==> src/rtl/clock_pkg.sv <==
// Shared clock constants and divisor type for the
// programmable clock divider and its scan counter.
package clock_pkg;

  localparam int CLK_FREQ_HZ     = 50000000;
  localparam int HALF_PERIOD_1HZ = 25000000;
  localparam int SCAN_1KHZ       = 50000;
  localparam int DIV_CNT_W       = 25;

  typedef logic [DIV_CNT_W-1:0] div_t;

endpackage

==> src/rtl/tick_counter.sv <==
// Free-running modulo-N counter with a registered
// single-cycle wrap pulse.
module tick_counter
  import clock_pkg::*;
#(
  parameter int N = SCAN_1KHZ,
  parameter int W = 16
) (
  input  logic clk_50Mhz,
  input  logic reset_n,
  input  logic clr,
  input  logic en,
  output logic wrap
);

  localparam logic [W-1:0] LAST = W'(N - 1);

  logic [W-1:0] r_cnt;
  logic         r_wrap;

  // count 0..N-1, pulse wrap on the N-1 -> 0 step
  always_ff @(posedge clk_50Mhz or negedge reset_n) begin
    if (!reset_n) begin
      r_cnt  <= '0;
      r_wrap <= 1'b0;
    end else if (clr) begin
      r_cnt  <= '0;
      r_wrap <= 1'b0;
    end else if (en) begin
      if (r_cnt >= LAST) begin
        r_cnt  <= '0;
        r_wrap <= 1'b1;
      end else begin
        r_cnt  <= r_cnt + W'(1);
        r_wrap <= 1'b0;
      end
    end else begin
      r_wrap <= 1'b0;
    end
  end

  assign wrap = r_wrap;

endmodule

==> src/rtl/prog_clock_divider.sv <==
// Programmable 50% duty clock divider with tick strobes,
// glitch-free divisor updates and a fixed-rate scan tick.
module prog_clock_divider
  import clock_pkg::*;
#(
  parameter int CNT_W       = DIV_CNT_W,
  parameter int DIV_DEFAULT = HALF_PERIOD_1HZ,
  parameter int SCAN_DIV    = SCAN_1KHZ,
  parameter int SCAN_W      = 16
) (
  input  logic             clk_50Mhz,
  input  logic             reset_n,
  input  logic             enable,
  input  logic             sync_clr,
  input  logic             div_load,
  input  logic [CNT_W-1:0] div_value,
  output logic             div_ack,
  output logic             clk_out,
  output logic             tick,
  output logic             half_tick,
  output logic             scan_tick
);

  logic [CNT_W-1:0] r_cnt;
  logic [CNT_W-1:0] r_div_active;
  logic [CNT_W-1:0] r_pend_div;
  logic             r_pend_valid;
  logic             r_div_ack;
  logic             r_clk_out;
  logic             r_tick;
  logic             r_half_tick;

  logic             w_run;
  logic             w_wrap;
  logic             w_rise;
  logic             w_apply;
  logic [CNT_W-1:0] w_load_val;
  logic             w_scan_wrap;

  assign w_run  = enable & ~sync_clr;
  // >= keeps a freshly shrunken divisor from overrunning
  assign w_wrap = r_cnt >= (r_div_active - CNT_W'(1));
  assign w_rise = w_run & w_wrap & ~r_clk_out;

  // swap divisor at a period start, or at once when idle
  assign w_apply = r_pend_valid & (w_rise | ~w_run);

  assign w_load_val = (div_value == '0) ? CNT_W'(1)
                                        : div_value;

  // half-period counter, output toggle and strobes
  always_ff @(posedge clk_50Mhz or negedge reset_n) begin
    if (!reset_n) begin
      r_cnt       <= '0;
      r_clk_out   <= 1'b0;
      r_tick      <= 1'b0;
      r_half_tick <= 1'b0;
    end else if (sync_clr) begin
      r_cnt       <= '0;
      r_clk_out   <= 1'b0;
      r_tick      <= 1'b0;
      r_half_tick <= 1'b0;
    end else if (enable) begin
      if (w_wrap) begin
        r_cnt       <= '0;
        r_clk_out   <= ~r_clk_out;
        r_half_tick <= 1'b1;
        r_tick      <= ~r_clk_out;
      end else begin
        r_cnt       <= r_cnt + CNT_W'(1);
        r_half_tick <= 1'b0;
        r_tick      <= 1'b0;
      end
    end else begin
      r_tick      <= 1'b0;
      r_half_tick <= 1'b0;
    end
  end

  // pending/active divisor registers and apply acknowledge
  always_ff @(posedge clk_50Mhz or negedge reset_n) begin
    if (!reset_n) begin
      r_div_active <= CNT_W'(DIV_DEFAULT);
      r_pend_div   <= CNT_W'(DIV_DEFAULT);
      r_pend_valid <= 1'b0;
      r_div_ack    <= 1'b0;
    end else begin
      r_div_ack <= w_apply;
      if (w_apply) begin
        r_div_active <= r_pend_div;
      end
      if (div_load) begin
        r_pend_div   <= w_load_val;
        r_pend_valid <= 1'b1;
      end else if (w_apply) begin
        r_pend_valid <= 1'b0;
      end
    end
  end

  tick_counter #(
    .N (SCAN_DIV),
    .W (SCAN_W)
  ) u_scan (
    .clk_50Mhz (clk_50Mhz),
    .reset_n   (reset_n),
    .clr       (1'b0),
    .en        (1'b1),
    .wrap      (w_scan_wrap)
  );

  assign div_ack   = r_div_ack;
  assign clk_out   = r_clk_out;
  assign tick      = r_tick;
  assign half_tick = r_half_tick;
  assign scan_tick = w_scan_wrap;

endmodule

==> config.mk <==
export PLATFORM = sky130hd
export DESIGN_NAME = prog_clock_divider
export DESIGN_NICKNAME = d
export VERILOG_FILES = /design/src/rtl/clock_pkg.sv /design/src/rtl/tick_counter.sv /design/src/rtl/prog_clock_divider.sv
export SDC_FILE = /design/constraint.sdc
export NUM_CORES = 1
export LEC_CHECK = 0
export ABC_AREA = 1
export CORE_MARGIN = 5
export CORE_UTILIZATION = 46
export DETAILED_ROUTE_END_ITERATION = 10
export PLACE_DENSITY = 0.67
export SKIP_CTS_REPAIR_TIMING = 1
export SLEW_MARGIN = 20
export SYNTH_ARGS = -nofsm -noshare
export SYNTH_HDL_FRONTEND = slang
export SYNTH_SLANG_ARGS = --single-unit
==> constraint.sdc <==
create_clock -name clk_50Mhz -period 2.91 [get_ports clk_50Mhz]
set_clock_uncertainty 0.1 [all_clocks]
set_input_delay 0.4365 -clock clk_50Mhz [delete_from_list [all_inputs] [get_ports clk_50Mhz]]
set_output_delay 0.4365 -clock clk_50Mhz [all_outputs]
set_load 0.005 [all_outputs]
Word-level counts from Yosys, hierarchy flattened
Cells that the tools add are included.
{"block": "op_classes", "order_cmp": 2, "add_sub_neg": 3, "muxes": 17, "bitwise_logic": 8, "n_reduce_logical": 5}
{"cell": "25-bit two-way mux", "count": 4}
{"cell": "25-bit by 1-bit adder with 25-bit output, second input constant", "count": 1}
{"cell": "25-bit greater-or-equal comparator", "count": 1}
{"cell": "25-bit zero test", "count": 1}
{"cell": "25-bit by 1-bit subtractor with 25-bit output, second input constant", "count": 1}
{"cell": "16-bit by 1-bit adder with 16-bit output, second input constant", "count": 1}
{"cell": "16-bit greater-or-equal comparator, second input constant", "count": 1}
{"cell": "16-bit two-way mux", "count": 1}
{"cell": "1-bit two-way mux", "count": 12}
{"cell": "2-bit nonzero test", "count": 3}
{"cell": "1-bit bitwise AND", "count": 4}
{"cell": "1-bit inverter", "count": 3}
{"cell": "2-bit AND reduction", "count": 1}
{"cell": "1-bit OR", "count": 1}
{"block": "totals", "output_inout_bits": 5, "register_bits": 97}

Depth between registers and ports, before layout
Gate-level depths: netlist of run 1.
{"block": "logic_depth", "depth_word": 8, "depth_mapped": 24}

Modules after synthesis
Synthesis of run 1 repeated with hierarchy kept, for this count alone.
{"block": "hier_totals", "cells_unflattened": 736, "hier_area_um2": 5779.3}
{"module": "prog_clock_divider", "cells_each": 591, "seq_area_each_um2": 2031.9, "n_inst": 1, "area_per_inst_um2": 4677.0}
{"module": "tick_counter", "cells_each": 145, "seq_area_each_um2": 425.4, "n_inst": 1, "area_per_inst_um2": 1102.3}

Worst setup path after synthesis of run 1
Ideal clock, no wire load.
{"block": "synth_timing", "path_kind": "reg-to-reg", "startpoint": "register r_div_active[0]", "endpoint": "register r_div_active[15]", "path_buffers": 1, "path_stages_with_launch": 24, "arrival_ns": 2.743, "setup_ns": 0.117, "required_ns": 2.693, "setup_slack_ns": -0.050, "cell_sequence": "dfrtp_1 -> inv_1 -> ha_1 -> nand3_1 -> nor2_1 -> nand2_1 -> nor2_2 -> nand4_1 -> nor3_2 -> xor2_1 -> ha_1 -> nand2_1 -> inv_1 -> nand2_1 -> nand2_1 -> nand2_1 -> nand2_1 -> a21oi_2 -> nand3_2 -> nand2_4 -> nand2_8 -> buf_4 -> nand3_1 -> nand2_1"}
{"block": "synth_between", "elab_chain_len": 6}
{"element": "from (decl)", "line": "prog_clock_divider.sv:25", "rtl": "logic [CNT_W-1:0] r_div_active;"}
{"element": "from (signal assigned)", "line": "prog_clock_divider.sv:83", "rtl": "r_div_active <= CNT_W'(DIV_DEFAULT);"}
{"element": "from (signal assigned)", "line": "prog_clock_divider.sv:90", "rtl": "r_div_active <= r_pend_div;"}
{"element": "25-bit by 1-bit subtractor with 25-bit output", "line": "prog_clock_divider.sv:42", "rtl": "assign w_wrap = r_cnt >= (r_div_active - CNT_W'(1));"}
{"element": "25-bit greater-or-equal comparator", "line": "prog_clock_divider.sv:42"}
{"element": "1-bit bitwise AND (2 in a row)", "line": "prog_clock_divider.sv:43", "rtl": "assign w_rise = w_run & w_wrap & ~r_clk_out;"}
{"element": "1-bit OR", "line": "prog_clock_divider.sv:46", "rtl": "assign w_apply = r_pend_valid & (w_rise | ~w_run);"}
{"element": "1-bit bitwise AND", "line": "prog_clock_divider.sv:46"}
No other way between the ends.
A chain may end at the register's enable or synchronous reset.

Final worst setup path of run 1
{"block": "layout_timing", "startpoint": "register r_div_active[1]", "endpoint": "register r_div_active[23]"}
The elaborated chain is that of the path after synthesis.

==> results of run 1 <==
[worst register-to-register path, delay by kind of cell, from the launching register on]
family	cells	cell delay, ns
buffers and inverters	1	0.08
XOR/XNOR	1	0.11
AO/OA/AOI/OAI	1	0.08
flip-flops	1	0.41
AND/OR/NAND/NOR	16	2.04
adder cells (fa/ha/maj)	1	0.30
[power groups by stage]
stage	Clock, W	Combinational, W	Sequential, W
2_1_floorplan	0	0.000378	0.00156
5_1_grt	0.00129	0.000785	0.00159
6_report	0.00121	0.000683	0.00158
3_3_place_gp	0	0.000599	0.00159
4_1_cts	0.00124	0.000624	0.00157
3_5_place_dp	0	0.000621	0.00159
[per-layer routing]
| metal | share of wire | up-vias | GRT usage |
|---|---|---|---|
| met5 | 0 | - | 0 |
| met4 | 0.018 | 0 | 0.0715 |
| met3 | 0.041 | 21 | 0.0281 |
| met2 | 0.48 | 102 | 0.299 |
| met1 | 0.46 | 2366 | 0.248 |
| li1 | - | 2485 | - |
[registers in the layout (all words and copies together) (netlist names)]
signal and count:
r_cnt 25, r_div_active 25, r_pend_div 25, u_scan.r_cnt 16, clk_out 1, div_ack 1
half_tick 1, r_pend_valid 1, tick 1, u_scan.wrap 1
[cell type report]
type,instances,area share
Clock buffer,9,0.0326
Clock inverter,7,0.0110
Inverter,64,0.0351
Multi-Input combinational cell,549,0.441
Sequential cell,97,0.355
Tap cell,147,0.0266
Timing Repair Buffer,76,0.0981
[cell usage after synthesis (2+ instances only)]
| cell type | n | share of area |
|---|---|---|
| a31oi_1 | 3 | 0.0033 |
| o21bai_1 | 2 | 0.0027 |
| buf_2 | 4 | 0.0036 |
| a21oi_1 | 13 | 0.012 |
| nand2_1 | 231 | 0.15 |
| xor2_1 | 24 | 0.038 |
| nor2_2 | 4 | 0.0045 |
| o21ai_0 | 9 | 0.0080 |
| nor3b_1 | 5 | 0.0067 |
| nor4_1 | 8 | 0.0089 |
| nand3_1 | 55 | 0.049 |
| dfrtp_1 | 73 | 0.33 |
| nand4_1 | 16 | 0.018 |
| clkbuf_1 | 8 | 0.0054 |
| buf_6 | 2 | 0.0040 |
| dfstp_2 | 24 | 0.11 |
| nand3b_1 | 3 | 0.0040 |
| xnor2_1 | 11 | 0.017 |
| and3_1 | 2 | 0.0022 |
| nand2_8 | 2 | 0.0071 |
| a21oi_2 | 2 | 0.0031 |
| nor3_2 | 6 | 0.011 |
| ha_1 | 28 | 0.063 |
| nor3_1 | 25 | 0.022 |
| inv_1 | 62 | 0.042 |
| nor2_1 | 87 | 0.058 |
| buf_4 | 2 | 0.0027 |
[metrics by stage]
step / TNS [ns] / cells
after global placement: -8.15 / 921
after CTS: -12.82 / 937
after floorplan: -0.656 / 721
after global routing: -24.50 / 949
final: -14.15 / 949
after detailed placement: -11.73 / 921
[worst max-delay path by stage]
stage	startpoint	endpoint	slack (ns)	cells past startpoint
6_report	r_div_active[1]	r_div_active[23]	-0.33	20
5_1_grt	r_div_active[1]	r_div_active[14]	-0.50	20
4_1_cts	r_div_active[3]	r_div_active[4]	-0.35	19
3_5_place_dp	r_div_active[3]	r_div_active[4]	-0.34	19
3_3_place_gp	r_div_active[3]	r_div_active[1]	-0.23	19
2_1_floorplan	r_div_active[1]	r_div_active[15]	-0.04	23
[cells by family after synthesis]
group           Yosys count
simple gates            446
flops                    97
buf+inv                  81
xor+xnor                 35
compound gates           34
fa+ha+maj                28
==> impl_results.md, run 1 <==
- Share of power burned in registers: 0.455
- CTS HTree Levels: 3
- Wire length of the first global-routing pass: 21800 µm
- Max Fclk: 309 MHz
- Minimum clock period: 3.24 ns
- Crit path capture type: flip-flop
- CP Launch Type: flip-flop
- Register area share after synthesis: 0.438
- Yosys Warn Count: 0
- Die H: 120 µm
- RSZ-0062 raised after global routing: true
- Post-route ant nets: 0
- Mux cell area share after synthesis: 0
- Final hold slack: -0.00875 ns
- GR Util All Layers: 0.184
- Die Wd: 120 µm
- Pin count of the biggest net entering global routing: 48
- Number of synthesized flops with an enable pin: 0
- Post-synthesis compound-gate area fraction: 0.0348
- # DRC: 0
- CTS tree: built
- Power Density: 503 mW/mm²
- Ys async rst share: 1.00
- Reg2reg path depth: 20
- Synth Area in Simple Gates: 0.350
- Max stage delay cell, worst path: dfrtp_1
- XOR/XNOR Fraction of Synth Area: 0.0547
- Status: finished with violations
- Main combinational cell family by area after synthesis: simple AND/OR/NAND/NOR gates
- N_diodes: 0
- Yosys reg bits: 97
- Max VDD drop: 0.393 mV
- Critical Path Fanout Max: 7
- Reg-to-reg slack, setup: -0.33 ns
- I/O pin count: 35
- Most frequent cells in the layout: nand2_1 (212), nor2_1 (82), dfrtp_1 (73), inv_1 (58), nand3_1 (53)
- Worst EP required: 3.05 ns
- CP arrival: 3.38 ns
- Most common cell after layout, fill and taps aside: nand2_1
- Crit-path max cell delay: 0.41 ns
- CP dominant cell by count: nor2_1
- Sw frac: 0.293
- Sum of buffers and inverters on the critical path: 1
- Clk sink count: 97
- Setup ws final: -0.329 ns
- Row Count: 40
- Cell breakdown of the critical path: nor2_1 -> nand2_2 -> nor3_4 -> nand3_2 -> inv_2 -> nand4_1 -> nor2_1 -> xnor2_1 -> ha_1 -> nand2_2 -> nor2_1 -> nand3_1 -> nor2_1 -> a21oi_2 -> nand3_4 -> nand2_8 -> nand2_8 -> nand2_8 -> nand2_1 -> nand2_1
- NetSw: 0.00102 W
- Slew @ Worst Pin: 1.35 ns
- Clock Power Share: 0.348
- Share of layout cells above drive strength 1: 0.176
- Multi-input gate area in the final layout: 0.00305 mm²
- GRT overflow: 0
- Post-DP HPWL: 9390 µm
- Post-Route WL: 13100 µm
- Design area: 0.00691 mm²
- Die ar.: 0.0145 mm²
- Setup Slack @ Placement: -0.338 ns
- DR vias/cell: 5.24
- Initial antenna violation count: 0
- Synthesis-to-finish area growth: 23.4%
- Vias in the first global route: 4748
- Clock buffer depth: 2
- Effective utilization at floorplan: 0.469
- Slew Limit Fails: 0
- Relative slew slack: 0.0979
- Num CTS Buffers: 9
- Maxcap violations: 0
- Area of the mapped netlist: 0.00560 mm²
- Clk root buf: clkbuf_16
- Worst R2R End: r_div_active[23]
- Leakage: 3.22 nW
- Placed Area: 0.00635 mm²
- 1st-pass router iterations: 5
- Reg clk slew, reported paths: 0.07 ns
- CORE AREA: 0.0120 mm²
- Syn_nets: 779
- Fill cell count: 1081
- CP delay by family, top: simple AND/OR/NAND/NOR gates
- Placer Congestion: 0.845
- Routed len/inst: 13.8 µm
- Gate power share: 0.197
- Port Buffer Count: 34
- Clk_lat worst skew: 0.35 ns
- Worst Setup Path Type: reg -> reg
- Final period utilization: 1.11
- Final setup vio count: 55
- Number of DRC markers in iteration 0: 395
- Cell variety after synth: 37
- Power Total: 0.00348 W
- FF/Latch Area: 0.00246 mm²
- # nets final: 855
- Internal power: 0.00246 W
- Total number of vias: 4974
- Cells after Synth: 721
- Area share of fa/ha/maj cells after synthesis: 0.0625
- Failing checks: negative hold slack, negative setup slack
- RR Startpoint: r_div_active[1]
- Final core utilization: 0.578
- Syn Area/Cell: 7.77 µm²
- Min-Delay Path Class: in -> async
- Top_reg_cell synth: dfrtp_1
- Fin. Hold Viols: 17
(Power assumes the default switching activity.)
==> run 2: changes to the inputs <==
CORE_UTILIZATION = 40   (was 46)
PLACE_DENSITY = default   (was 0.67)
==> run 2 against run 1 <==
  * Largest power group unchanged
  * Power about the same
  * Critical endpoint is now r_div_active[17]
  * Design area grew 0.22%
  * The flow still finishes with violations (negative hold slack, negative setup slack)
  * Register-to-register slack improved by 0.06 ns
==> impl_results.md, run 2 (same netlist as run 1, synthesis figures left out) <==
- Die ar.: 0.0165 mm² (+14%)
- # nets final: 852 (-0.35%)
- 1st-pass router iterations: 5 (unchanged)
- Total number of vias: 4795 (-3.6%)
- Maxcap violations: 0 (unchanged)
- Clk root buf: clkbuf_16
- CTS tree: built
- Design area: 0.00693 mm² (+0.22%)
- I/O pin count: 35 (unchanged)
- Reg2reg path depth: 19 (-5.0%)
- CP Launch Type: flip-flop
- Setup ws final: -0.269 ns (+0.0599 ns)
- Max stage delay cell, worst path: dfrtp_1
- RR Startpoint: r_div_active[1]
- Clk sink count: 97 (unchanged)
- Fin. Hold Viols: 25 (+8)
- Routed len/inst: 13.6 µm (-1.4%)
- Power Density: 502 mW/mm² (-0.17%)
- Clock buffer depth: 2 (unchanged)
- Share of layout cells above drive strength 1: 0.178 (+0.00191)
- Num CTS Buffers: 9 (unchanged)
- Pin count of the biggest net entering global routing: 58 (+21%)
- Initial antenna violation count: 0 (unchanged)
- Final period utilization: 1.09 (-0.0206)
- Slew Limit Fails: 0 (unchanged)
- DR vias/cell: 4.90 (-6.6%)
- Leakage: 3.19 nW (-1.1%)
- Die Wd: 128 µm (+6.6%)
- Relative slew slack: 0.403 (+0.305)
- CTS HTree Levels: 3 (unchanged)
- Power Total: 0.00348 W (about the same)
- Max VDD drop: 0.333 mV (-15%)
- Most frequent cells in the layout: nand2_1 (215), nor2_1 (79), dfrtp_1 (73), inv_1 (59), nand3_1 (51)
- Crit path capture type: flip-flop
- Max Fclk: 315 MHz (+1.9%)
- Worst Setup Path Type: reg -> reg
- Failing checks: negative hold slack, negative setup slack
- Minimum clock period: 3.18 ns (-0.0599 ns)
- Synthesis-to-finish area growth: 23.6%
- M3 GR Usage: 0.0390 (+0.0110)
- Slew @ Worst Pin: 0.895 ns (-0.458 ns)
- # DRC: 0 (unchanged)
- Effective utilization at floorplan: 0.405 (-0.0632)
- Biggest regs: r_cnt (25), r_div_active (25), r_pend_div (25)
- Reg clk slew, reported paths: 0.07 ns (about the same)
- N_diodes: 0 (unchanged)
- Die H: 128 µm (+6.6%)
- Crit-path max cell delay: 0.41 ns (about the same)
- Post-route ant nets: 0 (unchanged)
- CP dominant cell by count: nand2_1
- Vias in the first global route: 4887 (+2.9%)
- Row Count: 43 (+7.5%)
- Placer Congestion: 0.853 (+0.99%)
- Critical Path Fanout Max: 8 (+1)
- Final setup vio count: 54 (-1.8%)
- Cell breakdown of the critical path: nor2_2 -> nand2_2 -> nor3_4 -> nand3_2 -> inv_2 -> nand4_1 -> nor2_2 -> xnor2_2 -> ha_1 -> nand2_2 -> nor2_4 -> nand2_1 -> o21bai_2 -> nand3_4 -> nand2_8 -> nand2_8 -> nand2_4 -> nand2_1 -> nand2_1
- Number of DRC markers in iteration 0: 363 (-8.1%)
- Worst EP required: 3.05 ns (about the same)
- GRT overflow: 0 (unchanged)
- Critical path origin: r_div_active[1]
- CORE AREA: 0.0138 mm² (+16%)
- Post-DP HPWL: 9720 µm (+3.5%)
- Clk_lat worst skew: 0.35 ns (about the same)
- Placed Area: 0.00638 mm² (+0.53%)
- GRT busiest layer: met2
- GR Util All Layers: 0.166 (-0.0182)
- Port Buffer Count: 34 (unchanged)
- Wire length of the first global-routing pass: 22300 µm (+2.3%)
- Min-Delay Path Class: in -> async
- Grt met2 use: 0.263 (-0.0364)
- Final hold slack: -0.0134 ns (-0.00468 ns)
- Most common cell after layout, fill and taps aside: nand2_1
- Status: finished with violations
- GR Util met1: 0.226 (-0.0215)
- RSZ-0062 raised after global routing: true
- CP arrival: 3.32 ns (-0.06 ns)
- Post-Route WL: 13300 µm (+1.7%)
-- run 2: critical path: cells and delay by family, from the launching register on --
family          cells  cell delay, ns
fa+ha+maj           1            0.29
flops               1            0.41
xor+xnor            1            0.09
compound gates      1            0.20
buf+inv             1            0.09
simple gates       15            1.89
-- run 2: metrics by stage --
stage               utilization  TNS, ns  hold WS [ns]  cells  setup WS (ns)
floorplan                     -   -0.656        0.0409    721        -0.0365
global placement          0.461    -9.07         0.348    953         -0.218
detailed placement        0.461   -11.71         0.355    953         -0.286
CTS                       0.483   -13.14       0.00183    969         -0.322
global route              0.501   -25.13        0.0296    979         -0.519
finish                    0.501   -11.15       -0.0134    979         -0.269
-- run 2: layer usage --
layer / wire, µm / share of wire / vias up
met5: 0 / 0 / -
met2: 6200 / 0.47 / 77
met1: 6450 / 0.48 / 2222
met3: 410 / 0.031 / 19
li1: - / - / 2477
met4: 233 / 0.018 / 0
-- run 2: final timing paths --
kind                                         end  slack (ns)
worst max-delay path            r_div_active[17]       -0.27
max in group asynchronous       r_div_active[14]        1.96
min in group clk_50Mhz            r_pend_div[13]        0.36
worst max register to register  r_div_active[17]       -0.27
worst min register to register    r_pend_div[13]        0.36
worst min-delay path                    r_cnt[9]       -0.01
-- run 2: final cells by class --
cell class | count | area, µm²
Timing Repair Buffer | 74 | 663
Tap cell | 180 | 225
Multi-Input combinational cell | 548 | 3040
Fill cell | 1345 | 6900
Sequential cell | 97 | 2460
Inverter | 64 | 240
Clock inverter | 7 | 77.6
Clock buffer | 9 | 225
-- run 2: report_power, final --
group,total [W],switching [W],internal (W)
Combinational,0.000682,0.000371,0.000311
Sequential,0.00158,0.000106,0.00147
Clock,0.00122,0.000541,0.000677
Total,0.00348,0.00102,0.00246
==> RTL edit 1: new RTL, settings of run 1 <==
The parameter `SCAN_W` goes from 16 to 18.
--- a/src/rtl/prog_clock_divider.sv
+++ b/src/rtl/prog_clock_divider.sv
@@ -6,7 +6,7 @@
   parameter int CNT_W       = DIV_CNT_W,
   parameter int DIV_DEFAULT = HALF_PERIOD_1HZ,
   parameter int SCAN_DIV    = SCAN_1KHZ,
-  parameter int SCAN_W      = 16
+  parameter int SCAN_W      = 18
 ) (
   input  logic             clk_50Mhz,
   input  logic             reset_n,
Behaviour: no difference found for any inputs over 4 cycles, from zero or initial values and one cycle with reset_n low; that may be too few to reach the edited logic, so the function may still have changed.
==> RTL edit 1 against run 1 <==
- the flow finishes with violations (negative setup slack)
- hold slack improved by 74 ps
- sequential cell count rose by 2
- non-clock buffer count rose by 18
- area after synthesis rose by 1.7%
- power rose by 4.6%
- final area rose by 5.4%
- sequential share of layout area fell by 1.2 points
- wire length fell by 1.8%
- setup slack improved by 22 ps
==> RTL edit 1: results (changes against run 1) <==
* Status: finished, violations left
* Failing checks: negative setup slack
* List of most frequent post-synthesis cells: 191 x nand2_1, 92 x nor2_1, 78 x inv_1, 75 x dfrtp_1, 51 x nand3_1
* Setup violations, final at 55 (unchanged)
* Sw Ratio at 0.300 (+0.00763)
* Largest net degree at the start of global routing at 66 (+38%)
* Fin worst setup slack at -307 ps (+21.8 ps)
* Met2 Use GR at 0.281 (-0.0185)
* Post-placement cell area at 6590 um2 (+3.9%)
* Number of global-route vias before repair at 4563 (-3.9%)
* Drt first pass iters at 4 (-1)
* Fin Hold WS at 65.2 ps (+74.0 ps)
* Adder-Cell Fraction of Synth Area at 0.0615 (-0.00103)
* Place WS at -423 ps (-84.9 ps)
* Routed vias at 4725 (-5.0%)
* CP max FO at 8 (+1)
* RD Place Congestion at 0.856 (+1.4%)
* Arrival @ worst endpoint at 3420 ps (+40 ps)
* Dpl cells at 951 (+3.3%)
* Area Overhead vs Synth at 27.9%
* Filler cells at 1072 (-0.83%)
* Avg WL per Cell at 13.1 um (-4.9%)
* M1 wire length at 6.12 mm (+0.96%)
* Final wirelength at 12.8 mm (-1.8%)
* Xor and xnor area share after synthesis at 0.0646 (+0.00986)
* Synth Area in Compound Gates at 0.0391 (+0.00426)
* Nets@finish at 865 (+1.2%)
* Fraction of layout cells with a size suffix above 1 at 0.233 (+0.0569)
* Seq/Total Area, Yosys at 0.440 (+0.00156)
* Pwr Density at 499 nW/um2 (-0.82%)
* Met2 wire len at 6.18 mm (-0.79%)
* Met3 Resource Use GR at 0.0457 (+0.0176)
* Peak VDD IR at 0.416 mV (+5.9%)
* Worst reg-to-reg setup slack at -310 ps (+20 ps)
* HPWL after DPL at 9.24 mm (-1.6%)
## RTL edit 1: cell count changes in the layout (fill, tap and decap cells not counted), moves of 5 or more
cell     change
nand2_2      +9
buf_4       +15
buf_6        +5
nor2_2       +8
inv_1       +18
nor3_1      -10
nor2_4       +8
nor2_1       -8
o21ai_0     +10
nand2_1     -45
## RTL edit 1: final timing paths
path	endpoint	start	cells past startpoint
worst max-delay path	r_div_active[22]	r_div_active[1]	22
worst min-delay path	r_cnt[9]	reset_n	1
worst max register to register	r_div_active[22]	r_div_active[1]	22
worst min register to register	u_scan.r_cnt[0]	u_scan.r_cnt[0]	1
max in group asynchronous	r_cnt[7]	reset_n	2
min in group clk_50Mhz	u_scan.r_cnt[0]	u_scan.r_cnt[0]	1
## RTL edit 1: final cells by class
type | instances | area share
repair buffers | 94 | 0.111
inverters | 81 | 0.0417
multi-input cells | 522 | 0.431
clock inverters | 7 | 0.0132
flip-flops and latches | 99 | 0.344
well taps | 168 | 0.0288
clock buffers | 9 | 0.0309
==> RTL edit 2: new RTL, settings of run 1 <==
Without the edit above. Add an input register stage for `div_value`; this delays it by one clock. The other inputs are not delayed to match.
--- a/src/rtl/prog_clock_divider.sv
+++ b/src/rtl/prog_clock_divider.sv
@@ -20,6 +20,12 @@
   output logic             half_tick,
   output logic             scan_tick
 );
+
+  logic [CNT_W-1:0] div_value_q;
+
+  always_ff @(posedge clk_50Mhz) begin
+    div_value_q <= div_value;
+  end
 
   logic [CNT_W-1:0] r_cnt;
   logic [CNT_W-1:0] r_div_active;
@@ -45,8 +51,8 @@
   // swap divisor at a period start, or at once when idle
   assign w_apply = r_pend_valid & (w_rise | ~w_run);
 
-  assign w_load_val = (div_value == '0) ? CNT_W'(1)
-                                        : div_value;
+  assign w_load_val = (div_value_q == '0) ? CNT_W'(1)
+                                        : div_value_q;
 
   // half-period counter, output toggle and strobes
   always_ff @(posedge clk_50Mhz or negedge reset_n) begin
Behaviour: not the same (Yosys sat finds a counterexample within 4 cycles, from zero or initial values and one cycle with reset_n low).
==> RTL edit 2 against run 1 <==
- the flow finishes with violations (negative setup slack)
- critical path depth is 1 lower
- final area is 13% higher
- synthesized cell count is 1.4% higher
- sequential cell count is 25 higher
- power is 38% higher
- wire length is 3.5% higher
- area after synthesis is 8.3% higher
- setup slack better by 9.8 ps
- combinational power is 6.1% higher
- first-iteration DRC count is 14% higher
- global-route usage is 1.4 points lower
- largest cell class is now flip-flops and latches
- largest power group is now the clock network
==> RTL edit 2: results (changes against run 1) <==
* RD Place Congestion at 0.835 (-1.2%)
* FFs & Latches at 122 (+26%)
* Final wirelength at 13.5 mm (+3.5%)
* Non-CTS buffers at 81 (+6.6%)
* Multi-input combinational area share at 0.380 (-0.0616)
* Setup violations, final at 53 (-3.6%)
* # H-tree levels at 4 (+1)
* Fraction of layout cells with a size suffix above 1 at 0.207 (+0.0314)
* Seq/Total Area, Yosys at 0.487 (+0.0489)
* Clock buffer count at 17 (+8)
* Final std cells w/o fill at 1006 (+6.0%)
* Worst Tran Pin Value at 1120 ps (-233 ps)
* Fin worst setup slack at -319 ps (+9.83 ps)
* Initial DRC count at 449 (+14%)
* Filler cells at 1097 (+1.5%)
* List of most frequent post-synthesis cells: 216 x nand2_1, 86 x nor2_1, 73 x dfrtp_1, 65 x inv_1, 56 x nand3_1
* Number of global-route vias before repair at 4937 (+4.0%)
* Largest stage delay, worst path at 440 ps (+30 ps)
* Initial antenna violation count at 0 (unchanged)
* Failing checks: negative setup slack
* Ranking of synthesized cells by area: dfrtp_1 30%, nand2_1 13%, dfstp_2 10%
* Root Buffer Master: clkbuf_16
* Ys async rst share at 0.795 (-0.205)
* Adder-Cell Fraction of Synth Area at 0.0577 (-0.00478)
* Number of multi-input logic gates at 527 (-4.0%)
* Post-Synthesis Cells at 731 (+1.4%)
* Dpl cells at 965 (+4.8%)
* TNS Setup at -14310 ps (-162 ps)
* Largest net degree at the start of global routing at 60 (+25%)
* Worst-path clk slew at about 60 ps
* Pleak at 3.64 nW (+13%)
* Place WS at -280 ps (+58.2 ps)
* Clk_lat worst skew at 420 ps (+70 ps)
* Arrival @ worst endpoint at 3430 ps (+50 ps)
* Post-Syn Nets at 789 (+1.3%)
* Final Hold Fails at 0 (-17)
* CP max FO at 7 (unchanged)
* Detail-routed via count per cell at 5.02 (-4.1%)
* Drt first pass iters at 5 (unchanged)
* Syn_area_per_cell at 8.30 um2 (+6.8%)
* Synth Area in Compound Gates at 0.0320 (-0.00287)
* Nets@finish at 875 (+2.3%)
* Multi-input logic area at 2950 um2 (-3.2%)
* Clk cell area share at 0.0775 (+0.0339)
* Fraction of area in registers at 0.380 (+0.0248)
* HPWL after DPL at 9.30 mm (-0.95%)
* Global Route Usage Sum at 0.170 (-0.0139)
* Post-placement cell area at 6900 um2 (+8.7%)
* Non-clk invs at 68 (+6.3%)
* Xor and xnor area share after synthesis at 0.0534 (-0.00130)
* Status: finished, violations left
* First-pass GRT wire length at 21.9 mm (+0.16%)
* Peak VDD IR at 0.499 mV (+27%)
* Yosys cell types at 44 (+19%)
* Non-clock buffer share at 0.101 (+0.00309)
* Class of the worst hold path: flip-flop to flip-flop
## RTL edit 2: cell count changes after synthesis, sizes merged, moves of 5 or more
cell / delta
dfxtp: +25
nand2: -11
nor2: +5
nor3: -11
o21ai: -5
xnor2: +5
## RTL edit 2: final timing paths
kind / startpoint / endpoint / slack, ps / cells past startpoint
setup reg to reg: r_div_active[4] / r_div_active[10] / -320 / 19
max in group asynchronous: reset_n / r_div_active[22] / 1520 / 3
hold reg to reg: div_value_q[13] / r_pend_div[13] / 300 / 2
hold / removal: div_value_q[13] / r_pend_div[13] / 300 / 2
setup / recovery: r_div_active[4] / r_div_active[10] / -320 / 19
min in group asynchronous: reset_n / u_scan.r_cnt[1] / 440 / 2
## RTL edit 2: where the power goes
part           internal (mW)  switching, mW
sequential              1.84          0.109
combinational          0.333          0.392
clock                   1.23          0.885
## RTL edit 2: routing by layer
metal  global-route usage  up-vias  wire length (um)
li1                     -     2517                 -
met1                0.218     2377              6110
met2                0.277      129              6560
met3               0.0412       31               567
met4               0.0702        0               289
met5                    0        -                 0
